[src/rtl/mips_pkg.sv]
// Shared encodings for the multicycle MIPS controller: states, opcodes, functs, datapath select codes.
// Latency: n/a (types and constants only).
// Backpressure: n/a.
package mips_pkg;

    typedef enum logic [3:0] {
        S_FETCH, S_DECODE, S_MEMADR, S_MEMRD, S_MEMWB, S_MEMWR, S_EXECUTE,
        S_ALUWB, S_BRANCH, S_IMMEX, S_IMMWB, S_JUMP, S_FAULT
    } state_e;

    // Which ALU operation source a state wants; mc_aludec resolves it to a code.
    typedef enum logic [2:0] {AC_NONE, AC_ADD, AC_SUB, AC_FUNCT, AC_IMM} alu_class_e;

    localparam logic [5:0] OP_RTYPE = 6'b000000;
    localparam logic [5:0] OP_LW    = 6'b100011;
    localparam logic [5:0] OP_SW    = 6'b101011;
    localparam logic [5:0] OP_BEQ   = 6'b000100;
    localparam logic [5:0] OP_BNE   = 6'b000101;
    localparam logic [5:0] OP_BLE   = 6'b000111;
    localparam logic [5:0] OP_ADDI  = 6'b001000;
    localparam logic [5:0] OP_SLTI  = 6'b001010;
    localparam logic [5:0] OP_J     = 6'b000010;

    localparam logic [5:0] FN_ADD  = 6'b100000;
    localparam logic [5:0] FN_SUB  = 6'b100010;
    localparam logic [5:0] FN_AND  = 6'b100100;
    localparam logic [5:0] FN_OR   = 6'b100101;
    localparam logic [5:0] FN_SLT  = 6'b101010;
    localparam logic [5:0] FN_SLTU = 6'b101011;

    localparam logic [3:0] ALUC_ADD  = 4'b0010;
    localparam logic [3:0] ALUC_SUB  = 4'b0110;
    localparam logic [3:0] ALUC_AND  = 4'b0000;
    localparam logic [3:0] ALUC_OR   = 4'b0001;
    localparam logic [3:0] ALUC_SLT  = 4'b0111;
    localparam logic [3:0] ALUC_SLTU = 4'b1111;

    localparam logic [1:0] PCSRC_ALU    = 2'b00;
    localparam logic [1:0] PCSRC_ALUOUT = 2'b01;
    localparam logic [1:0] PCSRC_JUMP   = 2'b10;

    localparam logic [1:0] SRCB_REG   = 2'b00;
    localparam logic [1:0] SRCB_FOUR  = 2'b01;
    localparam logic [1:0] SRCB_IMM   = 2'b10;
    localparam logic [1:0] SRCB_IMMSH = 2'b11;

    typedef struct packed {
        logic       memreq;
        logic       memwrite;
        logic       iord;
        logic       irwrite;
        logic       regdst;
        logic       memtoreg;
        logic       regwrite;
        logic       alusrca;
        logic [1:0] alusrcb;
        logic [1:0] pcsrc;
        logic       pcen;
        logic       fault;
    } ctrl_t;

    function automatic logic is_mem_wait(input state_e s);
        return (s == S_FETCH) || (s == S_MEMRD) || (s == S_MEMWR);
    endfunction

endpackage

[src/rtl/mc_aludec.sv]
// ALU decoder: maps the requesting state's ALU class plus op/funct to an alucontrol code.
// Latency: purely combinational.
// Backpressure: none; funct_vld flags an unsupported R-type funct.
module mc_aludec
    import mips_pkg::*;
(
    input  alu_class_e alu_class,
    input  logic [5:0] op,
    input  logic [5:0] funct,
    output logic [3:0] alucontrol,
    output logic       funct_vld
);

    always_comb begin
        alucontrol = ALUC_AND;
        funct_vld  = 1'b0;
        case (alu_class)
            AC_ADD: alucontrol = ALUC_ADD;
            AC_SUB: alucontrol = ALUC_SUB;
            AC_IMM: alucontrol = (op == OP_SLTI) ? ALUC_SLT : ALUC_ADD;
            AC_FUNCT: begin
                funct_vld = 1'b1;
                case (funct)
                    FN_ADD:  alucontrol = ALUC_ADD;
                    FN_SUB:  alucontrol = ALUC_SUB;
                    FN_AND:  alucontrol = ALUC_AND;
                    FN_OR:   alucontrol = ALUC_OR;
                    FN_SLT:  alucontrol = ALUC_SLT;
                    FN_SLTU: alucontrol = ALUC_SLTU;
                    default: funct_vld = 1'b0;
                endcase
            end
            default: alucontrol = ALUC_AND;
        endcase
    end

endmodule

[src/rtl/multicycle_controller.sv]
// Multicycle MIPS control FSM with memory wait-state timeout and sticky fault state.
// Latency: 3-5 cycles per instruction plus memory wait states.
// Backpressure: memory states hold until memready, faulting after MEM_TIMEOUT idle cycles.
module multicycle_controller
    import mips_pkg::*;
#(
    parameter int MEM_TIMEOUT = 15
) (
    input  logic       clk,
    input  logic       reset,
    input  logic [5:0] op,
    input  logic [5:0] funct,
    input  logic       zero,
    input  logic       aluneg,
    input  logic       memready,
    output logic       memreq,
    output logic       memwrite,
    output logic       iord,
    output logic       irwrite,
    output logic       regdst,
    output logic       memtoreg,
    output logic       regwrite,
    output logic       alusrca,
    output logic [1:0] alusrcb,
    output logic [1:0] pcsrc,
    output logic [3:0] alucontrol,
    output logic       pcen,
    output logic       fault
);

    localparam int CW = $clog2(MEM_TIMEOUT + 1);

    state_e     state_q, state_d;
    logic [CW-1:0] cnt_q, cnt_d;
    alu_class_e alu_class;
    logic       funct_vld;
    logic       timeout;
    logic       br_taken;
    ctrl_t      c;

    mc_aludec u_aludec (
        .alu_class  (alu_class),
        .op         (op),
        .funct      (funct),
        .alucontrol (alucontrol),
        .funct_vld  (funct_vld)
    );

    // memready on the last allowed cycle still counts as a normal completion.
    assign timeout  = is_mem_wait(state_q) && !memready && (cnt_q == CW'(MEM_TIMEOUT - 1));
    assign br_taken = ((op == OP_BEQ) && zero) || ((op == OP_BNE) && !zero) ||
                      ((op == OP_BLE) && (zero || aluneg));

    always_comb begin
        state_d = state_q;
        case (state_q)
            S_FETCH:   state_d = memready ? S_DECODE : (timeout ? S_FAULT : S_FETCH);
            S_DECODE: begin
                case (op)
                    OP_LW, OP_SW:          state_d = S_MEMADR;
                    OP_RTYPE:              state_d = S_EXECUTE;
                    OP_BEQ, OP_BNE, OP_BLE: state_d = S_BRANCH;
                    OP_ADDI, OP_SLTI:      state_d = S_IMMEX;
                    OP_J:                  state_d = S_JUMP;
                    default:               state_d = S_FAULT;
                endcase
            end
            S_MEMADR:  state_d = (op == OP_LW) ? S_MEMRD : ((op == OP_SW) ? S_MEMWR : S_FAULT);
            S_MEMRD:   state_d = memready ? S_MEMWB : (timeout ? S_FAULT : S_MEMRD);
            S_MEMWR:   state_d = memready ? S_FETCH : (timeout ? S_FAULT : S_MEMWR);
            S_EXECUTE: state_d = funct_vld ? S_ALUWB : S_FAULT;
            S_IMMEX:   state_d = S_IMMWB;
            S_MEMWB, S_ALUWB, S_IMMWB, S_BRANCH, S_JUMP: state_d = S_FETCH;
            S_FAULT:   state_d = S_FAULT;
            default:   state_d = S_FAULT;
        endcase
        // Any transition (including entry into a wait state) restarts the count.
        cnt_d = (is_mem_wait(state_q) && (state_d == state_q)) ? cnt_q + CW'(1) : '0;
    end

    always_comb begin
        c         = '0;
        alu_class = AC_NONE;
        case (state_q)
            S_FETCH: begin
                c.memreq  = 1'b1;
                c.alusrcb = SRCB_FOUR;
                c.pcsrc   = PCSRC_ALU;
                c.irwrite = memready;
                c.pcen    = memready;
                alu_class = AC_ADD;
            end
            S_DECODE: begin
                c.alusrcb = SRCB_IMMSH;
                alu_class = AC_ADD;
            end
            S_MEMADR: begin
                c.alusrca = 1'b1;
                c.alusrcb = SRCB_IMM;
                alu_class = AC_ADD;
            end
            S_MEMRD: begin
                c.memreq = 1'b1;
                c.iord   = 1'b1;
            end
            S_MEMWB: begin
                c.memtoreg = 1'b1;
                c.regwrite = 1'b1;
            end
            S_MEMWR: begin
                c.memreq   = 1'b1;
                c.memwrite = 1'b1;
                c.iord     = 1'b1;
            end
            S_EXECUTE: begin
                c.alusrca = 1'b1;
                c.alusrcb = SRCB_REG;
                alu_class = AC_FUNCT;
            end
            S_ALUWB: begin
                c.regdst   = 1'b1;
                c.regwrite = 1'b1;
            end
            S_BRANCH: begin
                c.alusrca = 1'b1;
                c.alusrcb = SRCB_REG;
                c.pcsrc   = PCSRC_ALUOUT;
                c.pcen    = br_taken;
                alu_class = AC_SUB;
            end
            S_IMMEX: begin
                c.alusrca = 1'b1;
                c.alusrcb = SRCB_IMM;
                alu_class = AC_IMM;
            end
            S_IMMWB:  c.regwrite = 1'b1;
            S_JUMP: begin
                c.pcsrc = PCSRC_JUMP;
                c.pcen  = 1'b1;
            end
            S_FAULT:  c.fault = 1'b1;
            default:  c.fault = 1'b1;
        endcase
    end

    always_ff @(posedge clk or negedge reset) begin
        if (!reset) begin
            state_q <= S_FETCH;
            cnt_q   <= '0;
        end else begin
            state_q <= state_d;
            cnt_q   <= cnt_d;
        end
    end

    // Reset sits in FETCH, so side-effecting enables are masked while it is held.
    assign memreq   = c.memreq & reset;
    assign memwrite = c.memwrite & reset;
    assign irwrite  = c.irwrite & reset;
    assign regwrite = c.regwrite & reset;
    assign pcen     = c.pcen & reset;
    assign iord     = c.iord;
    assign regdst   = c.regdst;
    assign memtoreg = c.memtoreg;
    assign alusrca  = c.alusrca;
    assign alusrcb  = c.alusrcb;
    assign pcsrc    = c.pcsrc;
    assign fault    = c.fault;

endmodule

[config.mk]
export PLATFORM = sky130hd
export DESIGN_NAME = multicycle_controller
export DESIGN_NICKNAME = d
export VERILOG_FILES = /design/src/rtl/mips_pkg.sv /design/src/rtl/mc_aludec.sv /design/src/rtl/multicycle_controller.sv
export SDC_FILE = /design/constraint.sdc
export NUM_CORES = 1
export LEC_CHECK = 0
export CAP_MARGIN = 5
export CORE_ASPECT_RATIO = 1.4
export CORE_UTILIZATION = 30
export DETAILED_ROUTE_END_ITERATION = 16
export PLACE_DENSITY_LB_ADDON = 0.08
export SLEW_MARGIN = 20
export SYNTH_ARGS = -nofsm -noshare
export SYNTH_HDL_FRONTEND = slang
export SYNTH_SLANG_ARGS = --single-unit
[constraint.sdc]
create_clock -name clk -period 4.3 [get_ports clk]
set_input_delay 0.86 -clock clk [delete_from_list [all_inputs] [get_ports clk]]
set_output_delay 0.86 -clock clk [all_outputs]
set_load 0.02 [all_outputs]
==> results.yml <==
drt:
  postRouteAntennaNets: 0
  drt_pre_antenna_iters: 4
  wl_um: 3190
  wl_per_cell_um: 14.9
  detail_route.vias_per_cell: 5.53
  drtIter0Drc: 25
  detail_route.drc_violations: 0
  via_count: 1188
grt:
  antenna_found_initial: 0
  grt_start_max_net_pins: 24
  global_route.overflow_total: 0
  via_count_of_the_first_global_routing_pass: 1137
  grt_first_pass_wirelength_um: 5190
  grt_usage_pct: 18.3
setup_path:
  critical_path.max_fanout: 6
  timing.critical_path.slowest_stage_cell: "sky130_fd_sc_hd__clkdlybuf4s50_1"
  timing_worst_setup_path_type: "input port to output pin"
  capturing_element_type_of_the_critical_path: "output pin"
  cp_cell_sequence: "clkdlybuf4s50_1 > nor2_1 > and3_1 > and4_1 > nor2_1 > o21ai_0 > clkdlybuf4s50_1"
  timing.critical_path.required_ns: 3.44
  timing.critical_path.from_type: "input port"
  worst_path_largest_cell_delay_ns: 0.63
  reg2reg_slack_ns: 2.38
  critical_path_arrival_ns: 2.72
clock_network:
  number_of_levels_in_the_clock_h_tree: 1
  clock_latency_ns: 0.23
  cts_buffer_depth: 2
  cts_resized: 0
  tritoncts.num_buffers: 3
  clock_sink_count: 8
  cts_tree: "done"
  postCtsSetupBuffers: 0
  cts_root_buf: "sky130_fd_sc_hd__clkbuf_8"
  cts_hold_buffers: 0
  clk_pin_slew_ns: 0.04
synth:
  synth_area_leader_cell: "sky130_fd_sc_hd__dfrtp_1"
  synthXorXnorAreaFrac_pct: 4.13
  yosys.area_share.adder_pct: 2.43
  synth_edf_count: 0
  ys_ff_latch: 8
  yosys_most_used_dff: "sky130_fd_sc_hd__dfrtp_1"
  synth_top_cell_area_share_pct: 19.4
  ys_top_cells_by_area: "sky130_fd_sc_hd__dfrtp_1 19%, sky130_fd_sc_hd__nor2_1 10%, sky130_fd_sc_hd__nand2b_1 4.2%"
  async_set_reset_flop_share_out_of_synthesis_pct: 100
  synth-compound-area-share_pct: 23.9
  synth_cell_types: 52
  synth.yosys.seq_area_share_pct: 19.4
  syn-num-nets: 163
  synth.area.mux_share_pct: 3.16
  synthesis.yosys.warnings: 0
  combinational_family_with_the_most_area_after_synthesis: "simple AND/OR/NAND/NOR gates"
  syn_inst: 144
  netlist_area_um2: 1030
  synth_simple_gate_area_share_pct: 42.1
  syn-mean-instance-area_um2: 7.16
min_path:
  hold_path_class: "flop to flop"
die:
  fp.dieArea_um2: 3680
  initial_core_util_pct: 32.4
  die-height_um: 71.4
  row_count: 24
  design.core.area_um2: 3180
  fp.dieW_um: 51.5
  io_pins: 35
outcome:
  run_status: "finished, final reports clean"
sta:
  timing.final.setup_violations: 0
  whs_ns: 0.605
  fmax_ghz: 0.279
  hold_violations: 0
  timing.final.crit_period_ns: 3.58
  worst_slew_pin_slew_ns: 0.732
  timing.slew.headroom_pct: 51.2
  setup_repair_after_global_routing_missed_its_margin: "no"
  final-max-slew-violation-count: 0
  worst_clock_skew_ns: 0.000818
  layout_worst_path_cycle_share_pct: 83.2
  finalSetupTns_ns: 0
pwr:
  p_per_area_nw_per_um2: 517
  vdd_ir_drop_max_mv: 0.292
  report.power.total_uw: 747
  power.static_leakage_uw: 0.000553
finish:
  final_nets: 197
  mostFrequentLayoutCells: "34 x sky130_fd_sc_hd__clkdlybuf4s50_1, 28 x sky130_fd_sc_hd__nor2_1, 11 x sky130_fd_sc_hd__nand2_1, 8 x sky130_fd_sc_hd__dfrtp_1, 7 x sky130_fd_sc_hd__nand2b_1"
  final_common_cell: "sky130_fd_sc_hd__clkdlybuf4s50_1"
  area_delta_synth_final_pct: 40.2
  antennaDiodeCount: 0
  postLayoutCellArea_um2: 1450
  drive_above_1_share_pct: 7.95
placed_design:
  hpwl_um: 2480
  placement.io_buffers: 34
  routabilityCongestion: 0.789
  placedInstanceArea_um2: 1400
flow_run:
  drv_cap: 0
==> layer usage <==
metal | part of all wire, % | global-route usage, % | routed length, µm
met2 | 51 | 33.0 | 1630
met3 | 4.1 | 1.49 | 132
met5 | 0 | 0 | 0
met4 | 3.1 | 9.61 | 98
met1 | 42 | 20.6 | 1330
==> metrics by stage <==
| stage | setup WS [ns] | instances | util [%] |
|---|---|---|---|
| 3_3_place_gp | 0.764 | 212 | 44.1 |
| 4_1_cts | 0.718 | 215 | 45.4 |
| 2_1_floorplan | 1.70 | 144 | - |
| 5_1_grt | 0.594 | 215 | 45.4 |
| 3_5_place_dp | 0.725 | 212 | 44.1 |
| 6_report | 0.721 | 215 | 45.4 |
==> final timing paths <==
check	endpoint	depth (start not counted)	from
setup / recovery	alucontrol[2]	7	op[0]
hold / removal	cnt_q[0]	2	cnt_q[0]
setup reg to reg	cnt_q[3]	6	cnt_q[0]
hold reg to reg	cnt_q[0]	2	cnt_q[0]
max in group asynchronous	state_q[0]	1	reset
min in group asynchronous	state_q[3]	1	reset
==> flip-flops by register name, indices dropped and copies added (netlist names) <==
register / flops
cnt_q: 4
state_q: 4
==> synth_stat cells (4+ instances only) <==
| cell type | instances |
|---|---|
| sky130_fd_sc_hd__or4_1 | 4 |
| sky130_fd_sc_hd__nand2b_1 | 7 |
| sky130_fd_sc_hd__nand3_1 | 6 |
| sky130_fd_sc_hd__nand2_1 | 11 |
| sky130_fd_sc_hd__o21ai_0 | 6 |
| sky130_fd_sc_hd__buf_2 | 4 |
| sky130_fd_sc_hd__nor2_1 | 28 |
| sky130_fd_sc_hd__dfrtp_1 | 8 |
| sky130_fd_sc_hd__a31oi_1 | 5 |
| sky130_fd_sc_hd__a21oi_1 | 4 |
| sky130_fd_sc_hd__nor2b_1 | 4 |
==> final cells by class <==
type,count,area [µm²]
Sequential cell,8,200
Inverter,3,11.3
Clock buffer,3,41.3
Multi-Input combinational cell,125,781
Fill cell,336,1740
Tap cell,39,48.8
Timing Repair Buffer,37,363
==> cells by family (layout without fill, tap and decap cells) <==
group	after synthesis	count (layout)
and+or+nand+nor	83	83
buffers and inverters	11	43
adders and majority gates	2	2
DFF	8	8
AOI/OAI and AO/OA	33	33
muxes	3	3
xor gates and xnor gates	4	4
==> worst max-delay path, delay by kind of cell <==
family / cells / cell delay (ns)
buffers and inverters: 2 / 1.14
AND/OR/NAND/NOR: 4 / 0.62
AO/OA/AOI/OAI: 1 / 0.09
==> where the power goes <==
part	switching, µW	internal, µW	total [µW]
registers	43.0	98.2	141
logic	294	224	518
clock network	27.6	60.5	88.0
total	364	383	747
Power figures use the tool's default switching activity.
